$ cat config.mk
export PLATFORM = sky130hd
export DESIGN_NAME = orbit_pixel_plotter_flat
export DESIGN_NICKNAME = d
export VERILOG_FILES = /design/src/rtl/orbit_pixel_plotter_if.sv /design/src/rtl/orbit_pixel_plotter.sv /design/src/flat_wrapper.sv
export SDC_FILE = /design/constraint.sdc
export NUM_CORES = 1
export LEC_CHECK = 0
export CAP_MARGIN = 10
export CORE_MARGIN = 3
export CORE_UTILIZATION = 55
export DETAILED_ROUTE_END_ITERATION = 7
export PLACE_DENSITY = 0.78
export SLEW_MARGIN = 20
export SYNTH_ARGS = -nofsm -noshare
export SYNTH_HDL_FRONTEND = slang
export SYNTH_SLANG_ARGS = --single-unit
$ cat constraint.sdc
create_clock -name clk -period 6.7 [get_ports clk]
set_input_delay 1.005 -clock clk [delete_from_list [all_inputs] [get_ports clk]]
set_output_delay 1.005 -clock clk [all_outputs]
set_load 0.005 [all_outputs]
$ cat src/rtl/orbit_pixel_plotter_if.sv
// -----------------------------------------------------------------------------
// Bus interfaces used by orbit_pixel_plotter.
//
// orbit_sample_if : valid/ready channel carrying one float27 (x, y) position
//                   sample from the orbital integrator.
//   in_valid  master->slave  sample present
//   in_ready  slave->master  consumer can take a sample
//   x, y      master->slave  float27: [26] sign, [25:18] exponent (bias 127),
//                            [17:0] mantissa with hidden leading 1
//
// orbit_fb_if     : req/ack framebuffer write port.
//   wr_req    master->slave  write request, held until wr_ack
//   wr_ack    slave->master  write accepted on the edge where both are high
//   wr_x      master->slave  column
//   wr_y      master->slave  row
//   wr_color  master->slave  8-bit colour
// -----------------------------------------------------------------------------

interface orbit_sample_if;
  logic        in_valid;
  logic        in_ready;
  logic [26:0] x;
  logic [26:0] y;

  modport master (output in_valid, output x, output y, input in_ready);
  modport slave  (input in_valid, input x, input y, output in_ready);
endinterface

interface orbit_fb_if;
  logic       wr_req;
  logic       wr_ack;
  logic [9:0] wr_x;
  logic [9:0] wr_y;
  logic [7:0] wr_color;

  modport master (output wr_req, output wr_x, output wr_y, output wr_color,
                  input wr_ack);
  modport slave  (input wr_req, input wr_x, input wr_y, input wr_color,
                  output wr_ack);
endinterface

$ cat src/rtl/orbit_pixel_plotter.sv
// -----------------------------------------------------------------------------
// orbit_pixel_plotter
//
// Takes one float27 (x, y) position per handshake, converts it to integer
// screen coordinates and writes a pixel to the framebuffer. In the default
// build the previously drawn pixel is erased first, so one moving dot is
// shown. A draw counter and an off-screen flag are kept for software.
//
// Ports:
//   clk         system clock, rising edge
//   rst         asynchronous, active-low reset
//   smp         orbit_sample_if.slave  (in_valid / in_ready / x / y)
//   fb          orbit_fb_if.master     (wr_req / wr_ack / wr_x / wr_y / wr_color)
//   busy        state machine is not in IDLE
//   off_screen  last accepted sample mapped outside the visible area
//   plot_count  completed draws, wraps 16'hFFFF -> 0
//
// Build option:
//   PLOT_TRAIL_EN  when defined the erase step is skipped and every on-screen
//                  sample leaves a persistent pixel (orbit trail). The previous
//                  pixel is still tracked.
//
// Flow: IDLE -> CONVERT (1 cycle) -> [ERASE] -> [DRAW] -> IDLE.
// Write outputs are decoded from the state and registers that do not change
// while a request is pending, so they are stable for the whole request.
// -----------------------------------------------------------------------------

module orbit_pixel_plotter #(
  parameter int         WIDTH       = 640,
  parameter int         HEIGHT      = 480,
  parameter int         CX          = 320,
  parameter int         CY          = 240,
  parameter int         SCALE_SHIFT = 10,
  parameter logic [7:0] ORBIT_COLOR = 8'hFF,
  parameter logic [7:0] BG_COLOR    = 8'h00
) (
  input  logic                  clk,
  input  logic                  rst,
  orbit_sample_if.slave         smp,
  orbit_fb_if.master            fb,
  output logic                  busy,
  output logic                  off_screen,
  output logic [15:0]           plot_count
);

  typedef enum logic [1:0] {
    IDLE,
    CONVERT,
    ERASE,
    DRAW
  } state_t;

  // Decoded axis: in_range is low when the exponent is too large to
  // represent; pos is the scaled, signed pixel offset from the origin.
  typedef struct packed {
    logic               in_range;
    logic signed [25:0] pos;
  } axis_t;

  // Screen geometry as 27-bit signed values so the mapping arithmetic can go
  // negative or past the edge without wrapping.
  localparam logic signed [26:0] CX_S = 27'(CX);
  localparam logic signed [26:0] CY_S = 27'(CY);
  localparam logic signed [26:0] W_S  = 27'(WIDTH);
  localparam logic signed [26:0] H_S  = 27'(HEIGHT);

  // float27 -> signed scaled pixel offset.
  // Magnitude is floor(1.mant * 2^(e-127)), truncated toward zero; values
  // below 1.0 give 0, exponents beyond 2^23 are flagged out of range.
  function automatic axis_t decode_axis(input logic [26:0] f);
    axis_t       r;
    logic [7:0]  e;
    logic [23:0] mag;
    logic [23:0] scaled;
    e          = f[25:18];
    r.in_range = 1'b1;
    mag        = '0;
    if (e > 8'd150) begin
      r.in_range = 1'b0;
    end else if (e >= 8'd127) begin
      // {1,mant} is the significand scaled by 2^18; shift by the unbiased
      // exponent, then drop the 18 fraction bits.
      mag = 24'(({23'd0, 1'b1, f[17:0]} << (e - 8'd127)) >> 18);
    end
    scaled = mag >> SCALE_SHIFT;
    r.pos  = f[26] ? -$signed({2'b00, scaled}) : $signed({2'b00, scaled});
    return r;
  endfunction

  state_t             state;
  state_t             state_n;

  logic [26:0]        x_q;
  logic [26:0]        y_q;
  logic [9:0]         sx_q;
  logic [9:0]         sy_q;
  logic               on_q;
  logic [9:0]         prev_x;
  logic [9:0]         prev_y;
  logic               held;

  axis_t              ax;
  axis_t              ay;
  logic signed [26:0] sx_c;
  logic signed [26:0] sy_c;
  logic               on_c;

  logic               ready;
  logic               accept;
  logic               wr_req;
  logic [9:0]         wr_x;
  logic [9:0]         wr_y;
  logic [7:0]         wr_color;

  // Ready is forced low while reset is held and rises as soon as it releases.
  assign ready  = rst && (state == IDLE);
  assign accept = smp.in_valid && ready;
  assign busy   = (state != IDLE);

  // Screen mapping of the captured sample; y axis points up on screen.
  always_comb begin
    ax   = decode_axis(x_q);
    ay   = decode_axis(y_q);
    sx_c = CX_S + $signed({ax.pos[25], ax.pos});
    sy_c = CY_S - $signed({ay.pos[25], ay.pos});
    on_c = ax.in_range && ay.in_range &&
           !sx_c[26] && (sx_c < W_S) &&
           !sy_c[26] && (sy_c < H_S);
  end

  // Next state and write-port outputs.
  always_comb begin
    // NOTE: every signal written here gets a default first, so no path can
    // leave one unassigned and infer a latch.
    state_n  = state;
    wr_req   = 1'b0;
    wr_x     = '0;
    wr_y     = '0;
    wr_color = '0;
    case (state)
      IDLE: begin
        if (accept) state_n = CONVERT;
      end
      CONVERT: begin
`ifdef PLOT_TRAIL_EN
        state_n = on_c ? DRAW : IDLE;
`else
        if (held)      state_n = ERASE;
        else if (on_c) state_n = DRAW;
        else           state_n = IDLE;
`endif
      end
      ERASE: begin
        wr_req   = 1'b1;
        wr_x     = prev_x;
        wr_y     = prev_y;
        wr_color = BG_COLOR;
        if (fb.wr_ack) state_n = on_q ? DRAW : IDLE;
      end
      DRAW: begin
        wr_req   = 1'b1;
        wr_x     = sx_q;
        wr_y     = sy_q;
        wr_color = ORBIT_COLOR;
        if (fb.wr_ack) state_n = IDLE;
      end
      default: state_n = IDLE;
    endcase
  end

  // NOTE: sequential state uses non-blocking assignments only, so every
  // register samples the pre-edge values regardless of statement order.
  always_ff @(posedge clk or negedge rst) begin
    // NOTE: the datapath registers are reset too; the write port and the
    // held pixel must read zero and be forgotten after any reset.
    if (!rst) begin
      state      <= IDLE;
      x_q        <= '0;
      y_q        <= '0;
      sx_q       <= '0;
      sy_q       <= '0;
      on_q       <= 1'b0;
      prev_x     <= '0;
      prev_y     <= '0;
      held       <= 1'b0;
      off_screen <= 1'b0;
      plot_count <= '0;
    end else begin
      state <= state_n;
      case (state)
        IDLE: begin
          if (accept) begin
            x_q <= smp.x;
            y_q <= smp.y;
          end
        end
        CONVERT: begin
          sx_q       <= sx_c[9:0];
          sy_q       <= sy_c[9:0];
          on_q       <= on_c;
          off_screen <= !on_c;
        end
        ERASE: begin
          if (fb.wr_ack) held <= 1'b0;
        end
        DRAW: begin
          if (fb.wr_ack) begin
            prev_x     <= sx_q;
            prev_y     <= sy_q;
            held       <= 1'b1;
            plot_count <= plot_count + 16'd1;
          end
        end
        default: ;
      endcase
    end
  end

  assign smp.in_ready = ready;
  assign fb.wr_req    = wr_req;
  assign fb.wr_x      = wr_x;
  assign fb.wr_y      = wr_y;
  assign fb.wr_color  = wr_color;

  // A pending write keeps its request and payload until acknowledged.
  a_wr_hold: assert property (@(posedge clk) disable iff (!rst)
    (fb.wr_req && !fb.wr_ack) |=>
      (fb.wr_req && $stable({fb.wr_x, fb.wr_y, fb.wr_color})));

  // No sample is offered acceptance while a conversion or write is running.
  a_busy_not_ready: assert property (@(posedge clk) disable iff (!rst)
    busy |-> !smp.in_ready);

endmodule

$ cat src/flat_wrapper.sv
// flat-port wrapper written by rule: the top's interface ports become plain ports
module orbit_pixel_plotter_flat 
#(
  parameter int         WIDTH       = 640,
  parameter int         HEIGHT      = 480,
  parameter int         CX          = 320,
  parameter int         CY          = 240,
  parameter int         SCALE_SHIFT = 10,
  parameter logic [7:0] ORBIT_COLOR = 8'hFF,
  parameter logic [7:0] BG_COLOR    = 8'h00
)
  (clk, rst, busy, off_screen, plot_count, smp_in_valid, smp_x, smp_y, smp_in_ready, fb_wr_req, fb_wr_x, fb_wr_y, fb_wr_color, fb_wr_ack);
  orbit_sample_if smp_i ();
  orbit_fb_if fb_i ();
  input  logic clk;
  input  logic rst;
  output logic busy;
  output logic off_screen;
  output logic [15:0] plot_count;
  input wire logic [$bits(smp_i.in_valid)-1:0] smp_in_valid;
  input wire logic [$bits(smp_i.x)-1:0] smp_x;
  input wire logic [$bits(smp_i.y)-1:0] smp_y;
  output wire logic [$bits(smp_i.in_ready)-1:0] smp_in_ready;
  output wire logic [$bits(fb_i.wr_req)-1:0] fb_wr_req;
  output wire logic [$bits(fb_i.wr_x)-1:0] fb_wr_x;
  output wire logic [$bits(fb_i.wr_y)-1:0] fb_wr_y;
  output wire logic [$bits(fb_i.wr_color)-1:0] fb_wr_color;
  input wire logic [$bits(fb_i.wr_ack)-1:0] fb_wr_ack;
  assign smp_i.in_valid = smp_in_valid;
  assign smp_i.x = smp_x;
  assign smp_i.y = smp_y;
  assign smp_in_ready = smp_i.in_ready;
  assign fb_wr_req = fb_i.wr_req;
  assign fb_wr_x = fb_i.wr_x;
  assign fb_wr_y = fb_i.wr_y;
  assign fb_wr_color = fb_i.wr_color;
  assign fb_i.wr_ack = fb_wr_ack;
  orbit_pixel_plotter #(.WIDTH(WIDTH), .HEIGHT(HEIGHT), .CX(CX), .CY(CY), .SCALE_SHIFT(SCALE_SHIFT), .ORBIT_COLOR(ORBIT_COLOR), .BG_COLOR(BG_COLOR)) u_core (.clk(clk), .rst(rst), .smp(smp_i), .fb(fb_i), .busy(busy), .off_screen(off_screen), .plot_count(plot_count));
endmodule
==> key figures, run 1 <==
Run status
  – Status: finished clean

Global routing
  – Largest net degree at the start of global routing: 63
  – Total track usage: 26.1%
  – Total congestion overflow: 0
  – Initial antenna violation count: 0
  – Global-route wire length before repair: 39.6 mm
  – Number of global-route vias before repair: 7641

Synth
  – Post-synth top area cell: dfrtp_1
  – Syn nets: 1119
  – Synth Area in XOR/XNOR: 6.74%
  – Post-Syn Instances: 1052
  – Synth unique cells: 94
  – Synth top area cells: dfrtp_1 (31%), mux2i_1 (8.3%), mux2_2 (7.2%)
  – Area share of the largest cell type after synthesis: 30.5%
  – Synth async-reset ratio: 100%
  – Mux share of post-synthesis cell area: 19.3%
  – Avg Synthesized Cell Area: 8.96 µm²
  – Cell area after synthesis: 9430 µm²
  – Sequential area share after synthesis: 30.5%
  – Synthesis Warnings: 0
  – Largest family of logic cells by synthesized area: simple AND/OR/NAND/NOR gates
  – Post-synthesis register bit count: 115
  – Compound-cell area share of the yosys netlist: 17.6%
  – Top_reg_cell synth: dfrtp_1
  – EDFF count, synth: 0
  – Synth Area in Adders: 1.19%
  – Post-Synth Simple-Gate Area: 20.4%

Timing
  – RSZ-0062 raised after global routing: false
  – Tcrit/Tclk final: 91.5%
  – Final setup vio count: 0
  – Hold Slack: 469 ps
  – Setup Skew: 14.0 ps
  – Fin. Hold Viols: 0
  – Least-Margin Pin Slew: 1020 ps
  – Final TNS setup: 0 ps
  – Highest Clock Rate: 163 MHz
  – Final Slew Violations: 0
  – Slew HR: 31.9%
  – Final min period: 6130 ps

Flow run
  – # Max-Cap Violations: 0

Cells and area
  – Layout cells sized above 1: 13.4%
  – Finished Core Util: 66.5%
  – Final Non-Filler Cells: 1349
  – Ant diodes: 0
  – Area grow syn2layout: 17.9%
  – Net count reported at finish: 1184

Clocking
  – Post-CTS sizing: 0
  – Clock input transition at the sequential cells of the worst setup and hold paths: 60 ps
  – CTS Sinks: 115
  – CTS Buf Count: 17
  – Max H-tree Level: 4
  – Clk buf depth: 2
  – CTS tree: built
  – Root buf cell: clkbuf_16
  – Cts hold-fix bufs: 0
  – Post-CTS Setup Bufs: 0
  – Worst-Skew Late Latency: 430 ps

Worst setup path
  – Family with the most delay on the worst path: compound AO/OA/AOI/OAI gates
  – R2R cell count: 16
  – Crit path depth: 16
  – Crit. End Element: flip-flop
  – Startpoint types: flip-flop
  – Worst EP arrival: 6440 ps
  – CP max FO: 19
  – CP dominant cell by count: ha_1
  – Crit-path cells: ha_1 > xor2_4 > mux2i_1 > mux2_2 > a222oi_1 > nand2b_1 > ha_1 > inv_1 > o31a_1 > o31ai_2 > xor2_2 > a211oi_1 > a311oi_1 > nand4_1 > or4_4 > o22a_1
  – Slowest CP cell: xor2_4
  – Worst Path Buf+Inv: 1
  – Largest stage delay, worst path: 620 ps
  – Worst Path Required: 7000 ps
  – Setup CP Type: flip-flop to flip-flop

Power and ir drop
  – P_sw: 2840 µW
  – Clk network pwr share: 15.3%
  – P_int: 3170 µW
  – PD cells: 541 nW/µm²
  – Sequential power share: 22.0%
  – Leak Pwr: 0.00459 µW
  – Peak supply drop: 0.000335 V
  – Combinational Power Share: 62.7%
  – Switching Share: 47.2%

Min path
  – Hold depth: 1
  – Hold Crit Class: flip-flop to flip-flop

Floorplan
  – Die ar.: 18700 µm²
  – DIE HEIGHT: 137 µm
  – Core Region: 16700 µm²
  – Top Ports: 106
  – Initial Util: 56.5%
  – Die W: 137 µm
  – Row count: 47

Detailed routing
  – Vias per cell: 6.17
  – DR pass1 iterations: 5
  – Final ANT Viol Nets: 0
  – DRC Markers: 0
  – WL final: 24.0 mm
  – Via count: 8324
  – Routed wire per std cell: 17.8 µm
  – Starting DRT DRC Count: 726

Placement
  – Placed cells: 1318
  – Final GP Congestion: 0.944
  – Post-DP HPWL: 17.4 mm
  – Port Buffer Count: 105
-- path summary, 6_finish.rpt --
check                                              to  slack [ps]                   from
worst max register to register      u_core.off_screen         570         u_core.y_q[19]
max in group asynchronous              u_core.sx_q[2]        4800                    rst
worst min-delay path            u_core.plot_count[15]         470  u_core.plot_count[15]
min in group asynchronous        u_core.plot_count[8]         640                    rst
worst min register to register  u_core.plot_count[15]         470  u_core.plot_count[15]
worst max-delay path                u_core.off_screen         570         u_core.y_q[19]
-- stage by stage --
stage	total power (µW)	setup WS (ps)	instance area, µm²
after CTS	5950	656	11100
after global placement	4930	828	10500
after floorplan	4150	1410	9430
after detailed placement	4980	703	10500
after global routing	6430	170	11100
final	6010	568	11100
-- flip-flops by register name, summed over array words and instances (netlist names) --
name	cells
u_core.y_q	27
u_core.sx_q	10
u_core.sy_q	10
u_core.held	1
u_core.prev_x	10
u_core.state	2
u_core.on_q	1
u_core.prev_y	10
u_core.plot_count	16
u_core.x_q	27
u_core.off_screen	1
-- worst register-to-register path: stages (launching register included) --
cell	delay, ps
dfrtp_1	470
ha_1	520
xor2_4	620
mux2i_1	260
mux2_2	340
a222oi_1	520
nand2b_1	250
ha_1	440
inv_1	200
o31a_1	410
o31ai_2	350
xor2_2	290
a211oi_1	130
a311oi_1	330
nand4_1	150
or4_4	560
o22a_1	170
-- kinds of logic (layout without fill, tap and decap cells) --
group	Yosys count	count (layout)
muxes	154	154
AOI/OAI and AO/OA	227	227
xor gates and xnor gates	65	65
adders and majority gates	9	9
buffers and inverters	89	166
and+or+nand+nor	393	393
DFF	115	115
-- area by class of cell --
cell class | instances | area [µm²]
timing repair buffer | 119 | 1150
sequential | 115 | 2880
tap | 220 | 275
fill | 1419 | 5590
multi-input combinational | 848 | 6150
clock buffer | 18 | 429
clock inverter | 13 | 161
inverter | 16 | 60.1
-- cells in the mapped netlist, types with 5 or more instances --
cell type,n
o311a_1,5
o21ai_0,54
nor2_1,50
mux2i_1,78
o2bb2ai_1,6
buf_2,13
ha_1,9
a211oi_1,7
nand2_1,162
or2_2,5
o211ai_1,7
a31oi_1,9
xor2_1,18
nand2b_1,7
mux2_2,60
and3_1,13
nand3b_1,5
a21oi_1,30
nor3_1,26
o31ai_1,12
nor3b_1,6
inv_1,16
and2_1,16
xnor2_1,42
mux4_2,15
dfrtp_1,115
nand3_1,32
o21a_1,6
a21o_1,7
or3_1,9
clkbuf_1,47
nor2b_1,28
nand4_1,12
buf_4,9
o211a_1,6
-- per-layer routing --
layer	track usage [%]	share of wire, %	vias up	wire length, µm
li1	-	-	3996	-
met1	38.2	47	4006	11300
met2	39.4	45	285	10900
met3	4.60	6.1	37	1470
met4	8.20	1.7	0	405
met5	0	0	-	0
-- power by group through the flow --
stage	registers, µW	clock network, µW	logic (µW)
floorplan	1120	0	3030
global placement	1300	0	3630
detailed placement	1320	0	3670
CTS	1310	932	3710
global route	1370	966	4100
finish	1320	919	3770
-- layout by cell type (no fill, tap or decap), drive strengths merged, types with 16 or more instances in the layout --
cell type | Yosys | routed
nand2 | 163 | 163
dfrtp | 115 | 115
clkdlybuf4s50 | 0 | 104
mux2i | 78 | 78
mux2 | 60 | 60
o21ai | 59 | 59
nor2 | 50 | 50
xnor2 | 43 | 43
nand3 | 33 | 33
a21oi | 30 | 30
nor2b | 28 | 28
nor3 | 27 | 27
xor2 | 21 | 21
clkbuf | 47 | 18
inv | 16 | 17
and2 | 16 | 16
mux4 | 16 | 16
Power figures use the tool's default switching activity.
==> inputs of run 2 (changes only) <==
HOLD_SLACK_MARGIN = 0.12   (was not set)
MAX_ROUTING_LAYER = met4   (was not set)
PLACE_DENSITY = 0.8   (was 0.78)
==> run 2 against run 1 <==
Sequential share of layout area shrank 0.078 points. Clock-buffer cell count grew 1. Critical path depth unchanged. Critical path type unchanged. Combinational power about the same. Hold slack better by 3.6 ps. Highest routed layer unchanged. Clock power grew 4.7%.
==> key figures, run 2 (synthesized netlist as in run 1, its figures left out) <==
Cells and area
  – Most frequent cells in the layout: nand2_1 (162), dfrtp_1 (115), clkdlybuf4s50_1 (104) (unchanged)
  – Design Area, Final: 11100 µm² (about the same)
  – Largest registers: u_core.x_q: 27 flops, u_core.y_q: 27 flops, u_core.plot_count: 16 flops (unchanged)
  – Ant diodes: 0 (unchanged)
  – Layout cells sized above 1: 13.5% (was 13.4%)
  – Commonest non-fill, non-tap cell in the layout: nand2_1 (unchanged)
  – Area grow syn2layout: 18.2% (was 17.9%)
  – Net count reported at finish: 1184 (unchanged)

Worst setup path
  – Worst Path Required: 7020 ps (was 7000 ps)
  – FF-to-FF End: u_core.state[0] (was u_core.off_screen)
  – Worst EP arrival: 6220 ps (was 6440 ps)
  – Startpoint types: flip-flop (unchanged)
  – Worst Setup EP: u_core.state[0] (was u_core.off_screen)
  – Crit. End Element: flip-flop (unchanged)
  – R2R setup slack: 800 ps (was 570 ps)
  – Origin of the critical flop-to-flop path: u_core.y_q[19] (unchanged)
  – Setup crit start: u_core.y_q[19] (unchanged)
  – R2R cell count: 16 (unchanged)
  – Setup CP Type: flip-flop to flip-flop (unchanged)
  – CP max FO: 19 (unchanged)

Detailed routing
  – Vias per cell: 6.22 (was 6.17)
  – WL final: 24.1 mm (was 24.0 mm)
  – Starting DRT DRC Count: 733 (was 726)
  – Routed wire per std cell: 17.9 µm (was 17.8 µm)
  – Via count: 8402 (was 8324)
  – DRC Markers: 0 (unchanged)
  – Final ANT Viol Nets: 0 (unchanged)
  – DR pass1 iterations: 6 (was 5)

Global routing
  – Total track usage: 27.0% (was 26.1%)
  – Global-route wire length before repair: 39.8 mm (was 39.6 mm)
  – Initial antenna violation count: 0 (unchanged)
  – Total congestion overflow: 0 (unchanged)
  – Most used routing layer: met2 (unchanged)
  – Number of global-route vias before repair: 7922 (was 7641)
  – GR Layer Usage met1: 37.4% (was 38.2%)
  – Met2 Usage GRT: 41.0% (was 39.4%)
  – Largest net degree at the start of global routing: 63 (unchanged)
  – Met3 Use GR: 4.12% (was 4.60%)

Floorplan
  – Row count: 47 (unchanged)
  – Core Region: 16700 µm² (unchanged)
  – Initial Util: 56.5% (unchanged)
  – DIE HEIGHT: 137 µm (unchanged)
  – Die W: 137 µm (unchanged)
  – Top Ports: 106 (unchanged)
  – Die ar.: 18700 µm² (unchanged)

Timing
  – Final TNS setup: 0 ps (unchanged)
  – RSZ-0062 raised after global routing: false (unchanged)
  – Final Slew Violations: 0 (unchanged)
  – Least-Margin Pin Slew: 946 ps (was 1020 ps)
  – Fin. Hold Viols: 0 (unchanged)
  – Slew HR: 36.9% (was 31.9%)
  – Final min period: 5900 ps (was 6130 ps)
  – Tcrit/Tclk final: 88.1% (was 91.5%)
  – Highest Clock Rate: 169 MHz (was 163 MHz)
  – Final setup vio count: 0 (unchanged)
  – Setup Skew: 7.41 ps (was 14.0 ps)

Power and ir drop
  – PD cells: 544 nW/µm² (was 541 nW/µm²)
  – Leak Pwr: 0.00461 µW (was 0.00459 µW)
  – Peak supply drop: 0.000323 V (was 0.000335 V)

Placement
  – Port Buffer Count: 105 (unchanged)
  – Dpl cell area: 10500 µm² (unchanged)
  – Final GP Congestion: 0.972 (was 0.944)
  – Post-DP HPWL: 17.6 mm (was 17.4 mm)

Clocking
  – Post-CTS Setup Bufs: 0 (unchanged)
  – CTS Buf Count: 17 (unchanged)
  – CTS Sinks: 115 (unchanged)
  – Clk buf depth: 2 (unchanged)
  – Max H-tree Level: 4 (unchanged)
  – CTS tree: built (unchanged)
  – Cts hold-fix bufs: 0 (unchanged)
  – Post-CTS sizing: 0 (unchanged)
  – Root buf cell: clkbuf_16 (unchanged)
  – Worst-Skew Late Latency: 420 ps (was 430 ps)
  – Clock input transition at the sequential cells of the worst setup and hold paths: 60 ps (about the same)

Min path
  – Hold Crit Class: flip-flop to flip-flop (unchanged)
  – Min-Delay Startpoint: u_core.prev_y[6] (was u_core.plot_count[15])

Run status
  – Status: finished clean (unchanged)

Flow run
  – # Max-Cap Violations: 0 (unchanged)
-- run 2: worst min path at each step --
stage,cells past startpoint,slack [ps],endpoint
2_1_floorplan,2,450,u_core.prev_x[0]
3_3_place_gp,2,460,u_core.prev_y[4]
3_5_place_dp,2,460,u_core.prev_y[6]
4_1_cts,2,480,u_core.prev_y[6]
5_1_grt,2,490,u_core.prev_x[9]
6_report,2,470,u_core.prev_y[6]
-- run 2: layout make-up --
| class | instances | area [µm²] |
|---|---|---|
| Sequential cell | 115 | 2880 |
| Timing Repair Buffer | 119 | 1150 |
| Inverter | 16 | 60.1 |
| Clock buffer | 19 | 453 |
| Multi-Input combinational cell | 848 | 6150 |
| Clock inverter | 13 | 171 |
| Fill cell | 1375 | 5560 |
| Tap cell | 220 | 275 |
-- run 2: layer usage --
layer / up-vias / wire [µm]
met5: - / 0
met4: 0 / 433
met3: 47 / 1630
met2: 347 / 10900
met1: 4012 / 11200
li1: 3996 / -
-- run 2: power by group --
part	leakage, µW	internal, µW	switching [µW]	total [µW]
registers	0.00145	947	374	1320
logic	0.00286	1650	2130	3780
clock network	0.000301	611	351	962
total	0.00461	3210	2860	6070
-- run 2: stage by stage --
| stage | util [%] | total power [µW] | hold WS [ps] | std cells | setup slack, ps |
|---|---|---|---|---|---|
| floorplan | - | 4150 | 445 | 1052 | 1410 |
| global placement | 63.0 | 4950 | 456 | 1318 | 1120 |
| detailed placement | 63.0 | 4990 | 461 | 1318 | 864 |
| CTS | 66.7 | 5990 | 475 | 1350 | 816 |
| global route | 66.7 | 6460 | 493 | 1350 | 378 |
| finish | 66.7 | 6070 | 472 | 1350 | 798 |
-- run 2: critical path: stages, from the launching register on --
cell	delay (ps)
dfrtp_1	480
ha_1	520
xor2_4	600
mux2i_1	220
mux2_2	310
a222oi_1	480
nand2b_1	250
ha_1	400
inv_1	190
o31a_1	390
o31ai_2	320
xor2_2	270
a211oi_1	130
a311oi_1	350
nand4_1	130
or4_4	560
o31ai_2	190
==> inputs of run 3 (changes only) <==
CORE_UTILIZATION = 58   (was 55)
CTS_BUF_LIST = sky130_fd_sc_hd__clkbuf_16   (was not set)
PLACE_DENSITY = 0.84   (was 0.8)
==> run 3 against run 2 <==
Clock power decreased by 1%. Die area decreased by 4.9%. Critical path depth unchanged. Power decreased by 0.64%. Cell area decreased by 0.13%. Critical path type unchanged.
==> key figures, run 3 (synthesized netlist as in run 1, its figures left out) <==
Run status
  – Status: finished clean (unchanged)

Timing
  – Setup Skew: 8.38 ps (was 7.41 ps)
  – Final TNS setup: 0 ps (unchanged)
  – Final Slew Violations: 0 (unchanged)
  – Final setup vio count: 0 (unchanged)
  – Final setup margin: 676 ps (was 798 ps)
  – Final min period: 6020 ps (was 5900 ps)
  – Fin. Hold Viols: 0 (unchanged)
  – Least-Margin Pin Slew: 892 ps (was 946 ps)
  – Highest Clock Rate: 166 MHz (was 169 MHz)
  – Slew HR: 40.4% (was 36.9%)
  – Tcrit/Tclk final: 89.9% (was 88.1%)
  – RSZ-0062 raised after global routing: false (unchanged)

Global routing
  – Initial antenna violation count: 0 (unchanged)
  – Global-route wire length before repair: 39.8 mm (about the same)
  – Met3 Use GR: 4.15% (was 4.12%)
  – Met2 Usage GRT: 41.7% (was 41.0%)
  – Number of global-route vias before repair: 7779 (was 7922)
  – Most used routing layer: met2 (unchanged)
  – Total track usage: 28.0% (was 27.0%)
  – GR Layer Usage met1: 39.8% (was 37.4%)
  – Total congestion overflow: 0 (unchanged)
  – Largest net degree at the start of global routing: 63 (unchanged)

Detailed routing
  – DRC Markers: 0 (unchanged)
  – Vias per cell: 6.23 (was 6.22)
  – Starting DRT DRC Count: 868 (was 733)
  – Final ANT Viol Nets: 0 (unchanged)
  – DR pass1 iterations: 6 (unchanged)
  – Via count: 8356 (was 8402)
  – Routed wire per std cell: 17.8 µm (was 17.9 µm)
  – WL final: 23.9 mm (was 24.1 mm)

Floorplan
  – Die ar.: 17800 µm² (was 18700 µm²)
  – Row count: 45 (was 47)
  – Die W: 133 µm (was 137 µm)
  – DIE HEIGHT: 133 µm (was 137 µm)
  – Top Ports: 106 (unchanged)
  – Initial Util: 60.7% (was 56.5%)
  – Core Region: 15500 µm² (was 16700 µm²)

Placement
  – Port Buffer Count: 105 (unchanged)
  – Final GP Congestion: 1.00 (was 0.972)
  – Pre-CTS setup slack: 752 ps (was 864 ps)
  – Post-DP HPWL: 17.6 mm (about the same)

Worst setup path
  – Origin of the critical flop-to-flop path: u_core.y_q[19] (unchanged)
  – CP max FO: 19 (unchanged)
  – Startpoint types: flip-flop (unchanged)
  – Crit. End Element: flip-flop (unchanged)
  – Worst Path Required: 7010 ps (was 7020 ps)
  – R2R cell count: 16 (unchanged)
  – Setup CP Type: flip-flop to flip-flop (unchanged)
  – Worst EP arrival: 6330 ps (was 6220 ps)
  – FF-to-FF End: u_core.off_screen (was u_core.state[0])
  – R2R setup slack: 680 ps (was 800 ps)

Flow run
  – # Max-Cap Violations: 0 (unchanged)

Cells and area
  – Net count reported at finish: 1185 (was 1184)
  – Most frequent cells in the layout: nand2_1 (162), dfrtp_1 (115), clkdlybuf4s50_1 (104) (unchanged)
  – Area grow syn2layout: 18.0% (was 18.2%)
  – Commonest non-fill, non-tap cell in the layout: nand2_1 (unchanged)
  – Ant diodes: 0 (unchanged)
  – Largest registers: u_core.x_q: 27 flops, u_core.y_q: 27 flops, u_core.plot_count: 16 flops (unchanged)
  – Layout cells sized above 1: 13.6% (was 13.5%)

Clocking
  – CTS Sinks: 115 (unchanged)
  – Post-CTS Setup Bufs: 0 (unchanged)
  – Clock input transition at the sequential cells of the worst setup and hold paths: 60 ps (about the same)
  – Clk buf depth: 2 (unchanged)
  – Max H-tree Level: 4 (unchanged)
  – Root buf cell: clkbuf_16 (unchanged)
  – CTS Buf Count: 17 (unchanged)
  – Post-CTS sizing: 0 (unchanged)
  – Cts hold-fix bufs: 0 (unchanged)
  – Worst-Skew Late Latency: 430 ps (was 420 ps)
  – CTS tree: built (unchanged)

Min path
  – Hold Crit Endpoint: u_core.prev_y[5] (was u_core.prev_y[6])
  – Hold Crit Class: flip-flop to flip-flop (unchanged)
  – Hold depth: 2 (unchanged)
  – Min-Delay Startpoint: u_core.prev_y[5] (was u_core.prev_y[6])

Power and ir drop
  – Peak supply drop: 0.000355 V (was 0.000323 V)
  – Leak Pwr: 0.00462 µW (was 0.00461 µW)
  – PD cells: 541 nW/µm² (was 544 nW/µm²)
[run 3: changes by cell type in the layout (fill, tap and decap cells not counted)]
cell        before  now
buf_4           15   16
bufinv_16        3    2
clkbuf_8         2    0
clkinvlp_4       2    0
inv_6            5    3
inv_8            0    7
[run 3: worst max path at each step]
stage | slack, ps | depth (start not counted) | start | to
6_report | 680 | 16 | u_core.y_q[19] | u_core.off_screen
5_1_grt | 220 | 16 | u_core.y_q[19] | u_core.state[0]
4_1_cts | 730 | 16 | u_core.y_q[19] | u_core.off_screen
3_5_place_dp | 750 | 16 | u_core.y_q[19] | u_core.off_screen
3_3_place_gp | 1000 | 16 | u_core.y_q[19] | u_core.off_screen
2_1_floorplan | 1410 | 23 | u_core.x_q[18] | u_core.off_screen
[run 3: critical path, stage by stage, from the launching register on]
cell      delay (ps)
dfrtp_1          460
ha_1             500
xor2_4           610
mux2i_1          210
mux2_2           310
a222oi_1         590
nand2b_1         270
ha_1             420
inv_1            190
o31a_1           400
o31ai_2          330
xor2_2           280
a211oi_1         120
a311oi_1         340
nand4_1          140
or4_4            570
o22a_1           180
[run 3: layout make-up]
cell class | count | area, µm²
repair buffers | 120 | 1160
inverters | 16 | 60.1
flip-flops and latches | 115 | 2880
clock inverters | 15 | 188
multi-input cells | 848 | 6150
clock buffers | 17 | 425
fillers | 1216 | 4410
well taps | 211 | 264
[run 3: per-layer routing]
metal | share of wire [%] | wire length (µm)
met2 | 46 | 11000
met4 | 1.6 | 374
met3 | 6.2 | 1470
met5 | 0 | 0
met1 | 46 | 11100
[run 3: report_power, final]
part	switching (µW)	total, µW	internal (µW)
combinational	2110	3760	1640
clock	382	950	568
sequential	372	1320	946
[run 3: metrics by stage]
step	cell area [µm²]	hold WS [ps]	utilization, %	instances	total power [µW]
CTS	11100	476	71.6	1342	5970
finish	11100	472	71.6	1342	6030
floorplan	9430	445	-	1052	4150
global route	11100	498	71.6	1342	6480
detailed placement	10500	462	67.7	1310	4980
global placement	10500	456	67.7	1310	4940
